==> src/rtl/if_prefetch_stage_if.sv <==
// if_prefetch_stage_if
//   Instruction-memory request/response bundle between the prefetch stage
//   (master) and the SRAM-backed instruction memory (slave).
//
//   req     master -> slave  fetch request valid
//   addr    master -> slave  fetch address (ADDR_W)
//   ready   slave -> master  memory accepts the request this cycle
//   rvalid  slave -> master  response valid (in order, >=1 cycle after accept)
//   rdata   slave -> master  response data (DATA_W)
interface if_prefetch_stage_if #(
    parameter int ADDR_W = 32,
    parameter int DATA_W = 32
);
    logic              req;
    logic [ADDR_W-1:0] addr;
    logic              ready;
    logic              rvalid;
    logic [DATA_W-1:0] rdata;

    modport master (
        output req,
        output addr,
        input  ready,
        input  rvalid,
        input  rdata
    );

    modport slave (
        input  req,
        input  addr,
        output ready,
        output rvalid,
        output rdata
    );
endinterface

==> src/rtl/if_prefetch_stage.sv <==
// if_prefetch_stage
//   Instruction-fetch stage: issues in-order word fetches ahead of decode into
//   a DEPTH-entry prefetch queue, and presents the head entry (instruction and
//   its PC+4) to the IF/ID register under freeze/branch control. A branch
//   flushes the queue and discards responses still in flight.
//
//   Optional feature macro: IF_PREFETCH_BYPASS_EN
//     defined   - a kept response arriving while the queue is empty drives the
//                 outputs combinationally in that cycle (and is not queued if
//                 it is consumed at once).
//     undefined - outputs come only from the queue head register.
//
// Ports
//   clk           clock, all state on rising edge
//   rst           asynchronous active-low reset
//   freeze        downstream stall; head entry is not consumed
//   branch_taken  redirect request (overrides freeze)
//   branch_addr   redirect target
//   imem          instruction-memory bundle (master modport)
//   valid         instruction/pc hold a real fetched entry
//   instruction   head instruction, NOP_INSTR when !valid
//   pc            head address + 4, 0 when !valid
module if_prefetch_stage #(
    parameter int                ADDR_W    = 32,
    parameter int                DATA_W    = 32,
    parameter int                DEPTH     = 4,
    parameter logic [ADDR_W-1:0] RESET_PC  = '0,
    parameter logic [DATA_W-1:0] NOP_INSTR = 32'hE1A00000
) (
    input  logic              clk,
    input  logic              rst,
    input  logic              freeze,
    input  logic              branch_taken,
    input  logic [ADDR_W-1:0] branch_addr,
    if_prefetch_stage_if.master imem,
    output logic              valid,
    output logic [DATA_W-1:0] instruction,
    output logic [ADDR_W-1:0] pc
);

    localparam int PW = (DEPTH > 1) ? $clog2(DEPTH) : 1;
    localparam int CW = PW + 1;
    localparam logic [ADDR_W-1:0] STEP = ADDR_W'(4);

    logic [ADDR_W-1:0] q_addr [DEPTH];
    logic [DATA_W-1:0] q_data [DEPTH];

    logic [ADDR_W-1:0] fetch_pc_q, fetch_pc_d;
    logic [ADDR_W-1:0] fill_pc_q, fill_pc_d;
    logic [PW-1:0]     rd_ptr_q, rd_ptr_d;
    logic [PW-1:0]     wr_ptr_q, wr_ptr_d;
    logic [CW-1:0]     count_q, count_d;
    logic [CW-1:0]     outst_q, outst_d;
    logic [CW-1:0]     discard_q, discard_d;

    logic [CW:0]       inflight;
    logic              accept;
    logic              keep;
    logic              head_valid;
    logic              push;
    logic              pop_q;

    // Queued plus outstanding fetches never exceed DEPTH, so every response
    // that is kept always has a free queue slot.
    assign inflight   = {1'b0, count_q} + {1'b0, outst_q};
    assign imem.req   = rst & ~branch_taken & (inflight < (CW+1)'(DEPTH));
    assign imem.addr  = fetch_pc_q;
    assign accept     = imem.req & imem.ready;
    assign keep       = imem.rvalid & (discard_q == '0);
    assign head_valid = (count_q != '0);

`ifdef IF_PREFETCH_BYPASS_EN
    logic bypass;
    logic pop;

    assign bypass = rst & keep & ~head_valid & ~branch_taken;

    always_comb begin
        valid       = head_valid | bypass;
        instruction = NOP_INSTR;
        pc          = '0;
        if (head_valid) begin
            instruction = q_data[rd_ptr_q];
            pc          = q_addr[rd_ptr_q] + STEP;
        end else if (bypass) begin
            instruction = imem.rdata;
            pc          = fill_pc_q + STEP;
        end
        pop   = valid & ~freeze & ~branch_taken;
        // A bypassed response consumed in the same cycle never enters the queue.
        push  = keep & ~branch_taken & ~(bypass & pop);
        pop_q = pop & head_valid;
    end
`else
    always_comb begin
        valid       = head_valid;
        instruction = NOP_INSTR;
        pc          = '0;
        if (head_valid) begin
            instruction = q_data[rd_ptr_q];
            pc          = q_addr[rd_ptr_q] + STEP;
        end
        push  = keep & ~branch_taken;
        pop_q = head_valid & ~freeze & ~branch_taken;
    end
`endif

    always_comb begin
        fetch_pc_d = fetch_pc_q;
        fill_pc_d  = fill_pc_q;
        rd_ptr_d   = rd_ptr_q;
        wr_ptr_d   = wr_ptr_q;
        discard_d  = discard_q;
        outst_d    = outst_q + CW'(accept) - CW'(imem.rvalid);
        count_d    = count_q + CW'(push) - CW'(pop_q);

        if (accept) begin
            fetch_pc_d = fetch_pc_q + STEP;
        end
        if (imem.rvalid && (discard_q != '0)) begin
            discard_d = discard_q - CW'(1);
        end
        if (keep && !branch_taken) begin
            fill_pc_d = fill_pc_q + STEP;
        end
        if (push) begin
            wr_ptr_d = wr_ptr_q + PW'(1);
        end
        if (pop_q) begin
            rd_ptr_d = rd_ptr_q + PW'(1);
        end

        // Every fetch still outstanding after this cycle belongs to the old
        // stream, so all of them are marked for discard.
        if (branch_taken) begin
            count_d    = '0;
            rd_ptr_d   = '0;
            wr_ptr_d   = '0;
            fetch_pc_d = branch_addr;
            fill_pc_d  = branch_addr;
            discard_d  = outst_d;
        end
    end

    always_ff @(posedge clk or negedge rst) begin
        if (!rst) begin
            fetch_pc_q <= RESET_PC;
            fill_pc_q  <= RESET_PC;
            rd_ptr_q   <= '0;
            wr_ptr_q   <= '0;
            count_q    <= '0;
            outst_q    <= '0;
            discard_q  <= '0;
        end else begin
            fetch_pc_q <= fetch_pc_d;
            fill_pc_q  <= fill_pc_d;
            rd_ptr_q   <= rd_ptr_d;
            wr_ptr_q   <= wr_ptr_d;
            count_q    <= count_d;
            outst_q    <= outst_d;
            discard_q  <= discard_d;
        end
    end

    always_ff @(posedge clk) begin
        if (push) begin
            q_addr[wr_ptr_q] <= fill_pc_q;
            q_data[wr_ptr_q] <= imem.rdata;
        end
    end

    rvalid_needs_outstanding: assert property (
        @(posedge clk) disable iff (!rst) imem.rvalid |-> (outst_q != '0)
    );

endmodule

==> src/flat_wrapper.sv <==
// flat-port wrapper written by rule: the top's interface ports become plain ports
module if_prefetch_stage_flat 
#(
    parameter int                ADDR_W    = 32,
    parameter int                DATA_W    = 32,
    parameter int                DEPTH     = 4,
    parameter logic [ADDR_W-1:0] RESET_PC  = '0,
    parameter logic [DATA_W-1:0] NOP_INSTR = 32'hE1A00000
)
  (clk, rst, freeze, branch_taken, branch_addr, valid, instruction, pc, imem_req, imem_addr, imem_ready, imem_rvalid, imem_rdata);
  if_prefetch_stage_if #(.ADDR_W(ADDR_W), .DATA_W(DATA_W)) imem_i ();
  input  logic clk;
  input  logic rst;
  input  logic freeze;
  input  logic branch_taken;
  input  logic [ADDR_W-1:0] branch_addr;
  output logic valid;
  output logic [DATA_W-1:0] instruction;
  output logic [ADDR_W-1:0] pc;
  output wire logic [$bits(imem_i.req)-1:0] imem_req;
  output wire logic [$bits(imem_i.addr)-1:0] imem_addr;
  input wire logic [$bits(imem_i.ready)-1:0] imem_ready;
  input wire logic [$bits(imem_i.rvalid)-1:0] imem_rvalid;
  input wire logic [$bits(imem_i.rdata)-1:0] imem_rdata;
  assign imem_req = imem_i.req;
  assign imem_addr = imem_i.addr;
  assign imem_i.ready = imem_ready;
  assign imem_i.rvalid = imem_rvalid;
  assign imem_i.rdata = imem_rdata;
  if_prefetch_stage #(.ADDR_W(ADDR_W), .DATA_W(DATA_W), .DEPTH(DEPTH), .RESET_PC(RESET_PC), .NOP_INSTR(NOP_INSTR)) u_core (.clk(clk), .rst(rst), .freeze(freeze), .branch_taken(branch_taken), .branch_addr(branch_addr), .imem(imem_i), .valid(valid), .instruction(instruction), .pc(pc));
endmodule
==> config.mk <==
export PLATFORM = sky130hd
export DESIGN_NAME = if_prefetch_stage_flat
export DESIGN_NICKNAME = d
export VERILOG_FILES = /design/src/rtl/if_prefetch_stage_if.sv /design/src/rtl/if_prefetch_stage.sv /design/src/flat_wrapper.sv
export SDC_FILE = /design/constraint.sdc
export NUM_CORES = 1
export LEC_CHECK = 0
export BUFFER_PORTS_ARGS = -buffer_cell sky130_fd_sc_hd__buf_2
export CAP_MARGIN = 20
export CORE_ASPECT_RATIO = 0.7
export CORE_MARGIN = 2
export CORE_UTILIZATION = 40
export CTS_CLUSTER_DIAMETER = 80
export DETAILED_ROUTE_END_ITERATION = 10
export PLACE_DENSITY = 0.63
export SLEW_MARGIN = 10
export SYNTH_ARGS = -nofsm -noshare
export SYNTH_HDL_FRONTEND = slang
export SYNTH_SLANG_ARGS = --single-unit
==> constraint.sdc <==
create_clock -name clk -period 3.8 [get_ports clk]
set_input_delay 0.19 -clock clk [delete_from_list [all_inputs] [get_ports clk]]
set_output_delay 0.19 -clock clk [all_outputs]
set_load 0.01 [all_outputs]
**After elaboration in Yosys (flattened, before gate mapping)**

Memory sizes are Yosys's and may differ from the RTL's.
Cells that the tools add are included.

- Order comparisons: 1
- Muxes and demuxes: 15
- Bitwise logic cells: 9
- Reductions and logical operators: 11
- Add/subtract/negate cells: 11

Operators by type and width:

| kind | count |
|---|---|
| $mux W32 | 6 |
| $add A32 B3 Y32 const B | 3 |
| $reduce_bool A2 Y1 | 5 |
| $mux W3 | 3 |
| $mux W2 | 4 |
| $and A1 B1 Y1 | 7 |
| $add A3 B1 Y3 | 2 |
| $reduce_bool A3 Y1 | 2 |
| $sub A3 B1 Y3 | 2 |
| $add A2 B1 Y2 const B | 2 |
| $add A3 B3 Y4 | 1 |
| $lt A4 B3 Y1 const B | 1 |
| $logic_not A3 Y1 | 1 |
| $sub A3 B1 Y3 const B | 1 |
| $logic_and A1 B1 Y1 | 2 |
| $mux W1 | 2 |
| $not A1 Y1 | 2 |
| $logic_not A1 Y1 | 1 |

- Memories kept: 2
- Input bits: 70
- Bits in writable memories: 256
- Bits in registers: 77
- Output and inout port bits: 98
- Word-level logic and storage cells: 56

Memory list:

| name | words | width | read ports | clocked after Yosys merged registers in | write ports | RTL line | RTL |
|---|---|---|---|---|---|---|---|
| u_core.q_addr | 4 | 32 | 1 | 0 | 1 | if_prefetch_stage.sv:45 | `logic [ADDR_W-1:0] q_addr [DEPTH];` |
| u_core.q_data | 4 | 32 | 1 | 0 | 1 | if_prefetch_stage.sv:46 | `logic [DATA_W-1:0] q_data [DEPTH];` |

**Longest topological paths before layout**

- Depth after elaboration: 7
- Mapped depth: 11
- Mapped depth without buffers: 10

**Worst setup path before layout**

OpenSTA, ideal clock, no wires.

- Path type: register to register
- Start: register u_core.discard_q[0]
- End: memory u_core.q_addr[0][0], enable pin
- Path slack: 0.785 ns
- Arrival time: 2.586 ns
- Required time: 3.371 ns
- Stages on the path, launching flop included: 6
- Period minus slack after synthesis: 3.015 ns
- Setup time: 0.429 ns
- Path buffers: 0
- Cell sequence: dfrtp_1 > inv_1 > ha_1 > nand3b_1 > nor2_1 > and2_1

- Word-level cells in the longest chain between the ends: 5

Ends and longest elaborated chain:

| item | RTL line | RTL |
|---|---|---|
| start, declared | if_prefetch_stage.sv:54 | `logic [CW-1:0] discard_q, discard_d;` |
| start signal, assigned | if_prefetch_stage.sv:161 | `discard_q <= discard_d;` |
| $logic_not A3 Y1 | if_prefetch_stage.sv:69 | `assign keep = imem.rvalid & (discard_q == '0);` |
| $and A1 B1 Y1 | if_prefetch_stage.sv:69 |  |
| $and A1 B1 Y1 | if_prefetch_stage.sv:103 | `push = keep & ~branch_taken;` |
| $mux W1 | if_prefetch_stage.sv:166 | `if (push) begin` |
| $mux W1 (implied by the code) | if_prefetch_stage.sv:167 | `q_addr[wr_ptr_q] <= fill_pc_q;` |
| end, declared | if_prefetch_stage.sv:45 |  |

No other way between the ends.

**Worst setup path in the final report**

- Start: register u_core.rd_ptr_q[0]
- End: output pc[21]

- Word-level cells in the longest chain between the ends: 3

Ends and longest elaborated chain:

| item | RTL line | RTL |
|---|---|---|
| start, declared | if_prefetch_stage.sv:50 | `logic [PW-1:0] rd_ptr_q, rd_ptr_d;` |
| start signal, assigned | if_prefetch_stage.sv:157 | `rd_ptr_q <= rd_ptr_d;` |
| $mem_v2 Z4 W32 | -- |  |
| $add A32 B3 Y32 | if_prefetch_stage.sv:101 | `pc = q_addr[rd_ptr_q] + STEP;` |
| $mux W32 | if_prefetch_stage.sv:99 | `if (head_valid) begin` |
| end, declared | flat_wrapper.sv:19 | `output logic [ADDR_W-1:0] pc;` |

No other way between the ends.

==> impl_metrics.toml <==
[drt]
drt_iter0_drc = 786
highest_layer = "met4"
wl_met1_um = 15300
drtPass1Iterations = 8
wire_per_inst_um = 19.6
antenna_left = 0
vias_per_cell = 5.32
via_count = 9034
remaining_drc_errors = 0
wl_met2_um = 15400
met3_length_um = 2020
drt_wl_total_um = 33200

[timing]
slew_headroom = 0.398
tightest_slew_ps = 904
clock.fmax_ghz = 0.281
setup_viol = 0
fin_skew_ps = 9.25
setup-tns-final_ps = 0
rsz0062_at_grt = "no"
min_period_ps = 3560
drv_slew = 0
period_share = 0.936
hold_viol = 0

[yosys]
synthesis.nets = 1034
synth_seq_area_share = 0.661
async_reset_ff_frac = 0.231
ys_types = 49
synth_edf_count = 256
synth_ff_type = "edfxtp_1"
yosys_warnings = 0
syn-cell-area_um2 = 14500
syn_area_per_cell_um2 = 15.4
ys_seq_elements = 333
synth_cells = 947

[clock_tree]
cts_buffer_depth = 3
numCtsBuffers = 36
clock-root-buffer = "clkbuf_16"
cts_tree = "done"
postCtsSetupBuffers = 0
clock_sinks = 333
path_clk_slew_ps = 60
insertion_delay_ps = 510
htreeDepth = 2

[finish]
final_common_cell = "edfxtp_1"
most-common-layout-cells = "edfxtp_1, buf_2, dfrtp_1, dlygate4sd3_1, mux4_2"
drive_gt1_frac = 0.285
synthToLayoutAreaGrowth_pct = 22.9
stdcell_area_um2 = 17900
nNetsFinal = 1280
diodes = 0

[setup_path]
cp.required_ps = 3610
endpoint_kind = "output port"
cp_max_fo = 24
critPathArrivalTime_ps = 3370
critical_path_class = "reg2out"
start_kind = "flop"

[placed_design]
placed_area_um2 = 16000
port_buffers = 167
place.gp.congestion = 0.844
hpwl_um = 21200

[power]
swShare = 0.292
p_int_mw = 7.65
max-vdd-ir-drop_uv = 336
p_leak_nw = 6.37
combPwrFrac = 0.256
seq_power_share = 0.407
cellPowerDensity_nw_per_um2 = 605
clock_power_share = 0.337
p_switching_mw = 3.16

[global_route]
antenna_found_initial = 0
grt_pass1_wl_um = 50900
grt_max_degree = 70
track_usage = 0.175
grt.overflow.total = 0
grt_pass1_vias = 8724

[die]
core_um2 = 35800
die_x_um = 232
die-height_um = 164
initial_utilization = 0.406
rows = 58
die_area_um2 = 37900
ios = 168

[outcome]
status = "finished clean"

[worst_hold_path]
holdCritPathClass = "in2async"

[job]
cap_violations = 0
Yosys cell counts, types with 4 or more instances:
library cell / number / share of area
xor2_1: 18 / 0.011
a31oi_1: 15 / 0.0065
or2_2: 10 / 0.0043
nor2b_1: 4 / 0.0017
or4_1: 14 / 0.0072
nand2_1: 48 / 0.012
clkbuf_1: 28 / 0.0072
and3_1: 13 / 0.0056
dfrtp_1: 77 / 0.13
or3_1: 15 / 0.0065
mux2_2: 22 / 0.017
mux4_2: 61 / 0.094
and4_1: 5 / 0.0030
xnor2_1: 42 / 0.025
a311oi_1: 4 / 0.0024
and2_1: 37 / 0.016
nand4_1: 13 / 0.0056
o31ai_1: 10 / 0.0052
o31a_1: 4 / 0.0024
inv_1: 31 / 0.0080
edfxtp_1: 256 / 0.53
nand3_1: 31 / 0.011
nor4_1: 23 / 0.0099
buf_2: 8 / 0.0028
ha_1: 15 / 0.013
mux2i_1: 4 / 0.0028
o21ai_0: 21 / 0.0072
nor2_1: 44 / 0.011
a21oi_1: 34 / 0.012
nor3_1: 12 / 0.0041
what timing repair did:
| action | 4_1_cts | 5_1_grt |
|---|---|---|
| hold endpoints to repair | 193 | 0 |
| hold buffers | 63 | 0 |
| resized for setup | 0 | 1 |
| setup endpoints to repair | 0 | 6 |
flip-flops by register name (all words and copies together), names as in the netlist:
register,cells
u_core.count_q,3
u_core.discard_q,3
u_core.fill_pc_q,32
u_core.imem.addr,32
u_core.outst_q,3
u_core.q_addr,128
u_core.q_data,128
u_core.rd_ptr_q,2
u_core.wr_ptr_q,2
per-layer routing:
| metal | GRT usage | vias up |
|---|---|---|
| met2 | 0.269 | 278 |
| met5 | 0 | - |
| met4 | 0.0478 | 0 |
| li1 | - | 4151 |
| met1 | 0.254 | 4563 |
| met3 | 0.0344 | 42 |
kinds of logic after synthesis:
group,synth area share
AO/OA/AOI/OAI,0.0388
buffers and inverters,0.0213
AND/OR/NAND/NOR,0.107
multiplexers,0.120
XOR/XNOR,0.0361
flip-flops,0.661
adder cells (fa/ha/maj),0.0157
through the flow:
| step | hold WS [ps] | worst slack, ps | total power, mW | util | cells |
|---|---|---|---|---|---|
| 6_report | 37.4 | 245 | 10.8 | 0.499 | 1699 |
| 5_1_grt | 16.9 | 4.77 | 11.4 | 0.499 | 1699 |
| 4_1_cts | 9.54 | 39.3 | 11.0 | 0.498 | 1699 |
| 3_5_place_dp | 32.9 | 609 | 7.23 | 0.446 | 1572 |
| 3_3_place_gp | 33.1 | 628 | 7.20 | 0.446 | 1572 |
| 2_1_floorplan | -106 | 785 | 6.25 | - | 947 |
power by group through the flow:
stage	clock network (mW)	logic [mW]	registers, mW
global route	3.90	3.04	4.43
CTS	3.74	2.81	4.40
detailed placement	0	2.75	4.47
floorplan	0	1.86	4.39
finish	3.64	2.77	4.40
global placement	0	2.74	4.47
critical path, stage by stage (launching register included):
cell and delay, ps:
dfrtp_4 570, buf_4 480, mux4_2 400, and4_1 330
nand2_1 210, or4_1 440, a21oi_1 220, buf_2 170
final timing paths:
path / startpoint / to / slack, ps / cells past startpoint
hold / removal: rst / u_core.outst_q[2]$_DFF_PN0_ / 40 / 2
hold reg to reg: u_core.imem.addr[0]$_DFFE_PN0P_ / u_core.imem.addr[0]$_DFFE_PN0P_ / 520 / 2
min in group clk: branch_addr[9] / u_core.fill_pc_q[9]$_DFFE_PN0N_ / 40 / 3
setup / recovery: u_core.rd_ptr_q[0]$_DFFE_PN0P_ / pc[21] / 240 / 7
setup reg to reg: u_core.count_q[1]$_DFF_PN0_ / u_core.imem.addr[30]$_DFFE_PN0P_ / 1000 / 6
max in group asynchronous: rst / u_core.rd_ptr_q[0]$_DFFE_PN0P_ / 2570 / 3
final cells by class:
| type | instances | area, um2 |
|---|---|---|
| Fill cell | 3091 | 18000 |
| Sequential cell | 333 | 9620 |
| Multi-Input combinational cell | 541 | 4630 |
| Timing Repair Buffer | 250 | 1670 |
| Clock buffer | 46 | 1020 |
| Tap cell | 480 | 601 |
| Clock inverter | 18 | 218 |
| Inverter | 31 | 116 |
(Power assumes the default switching activity.)
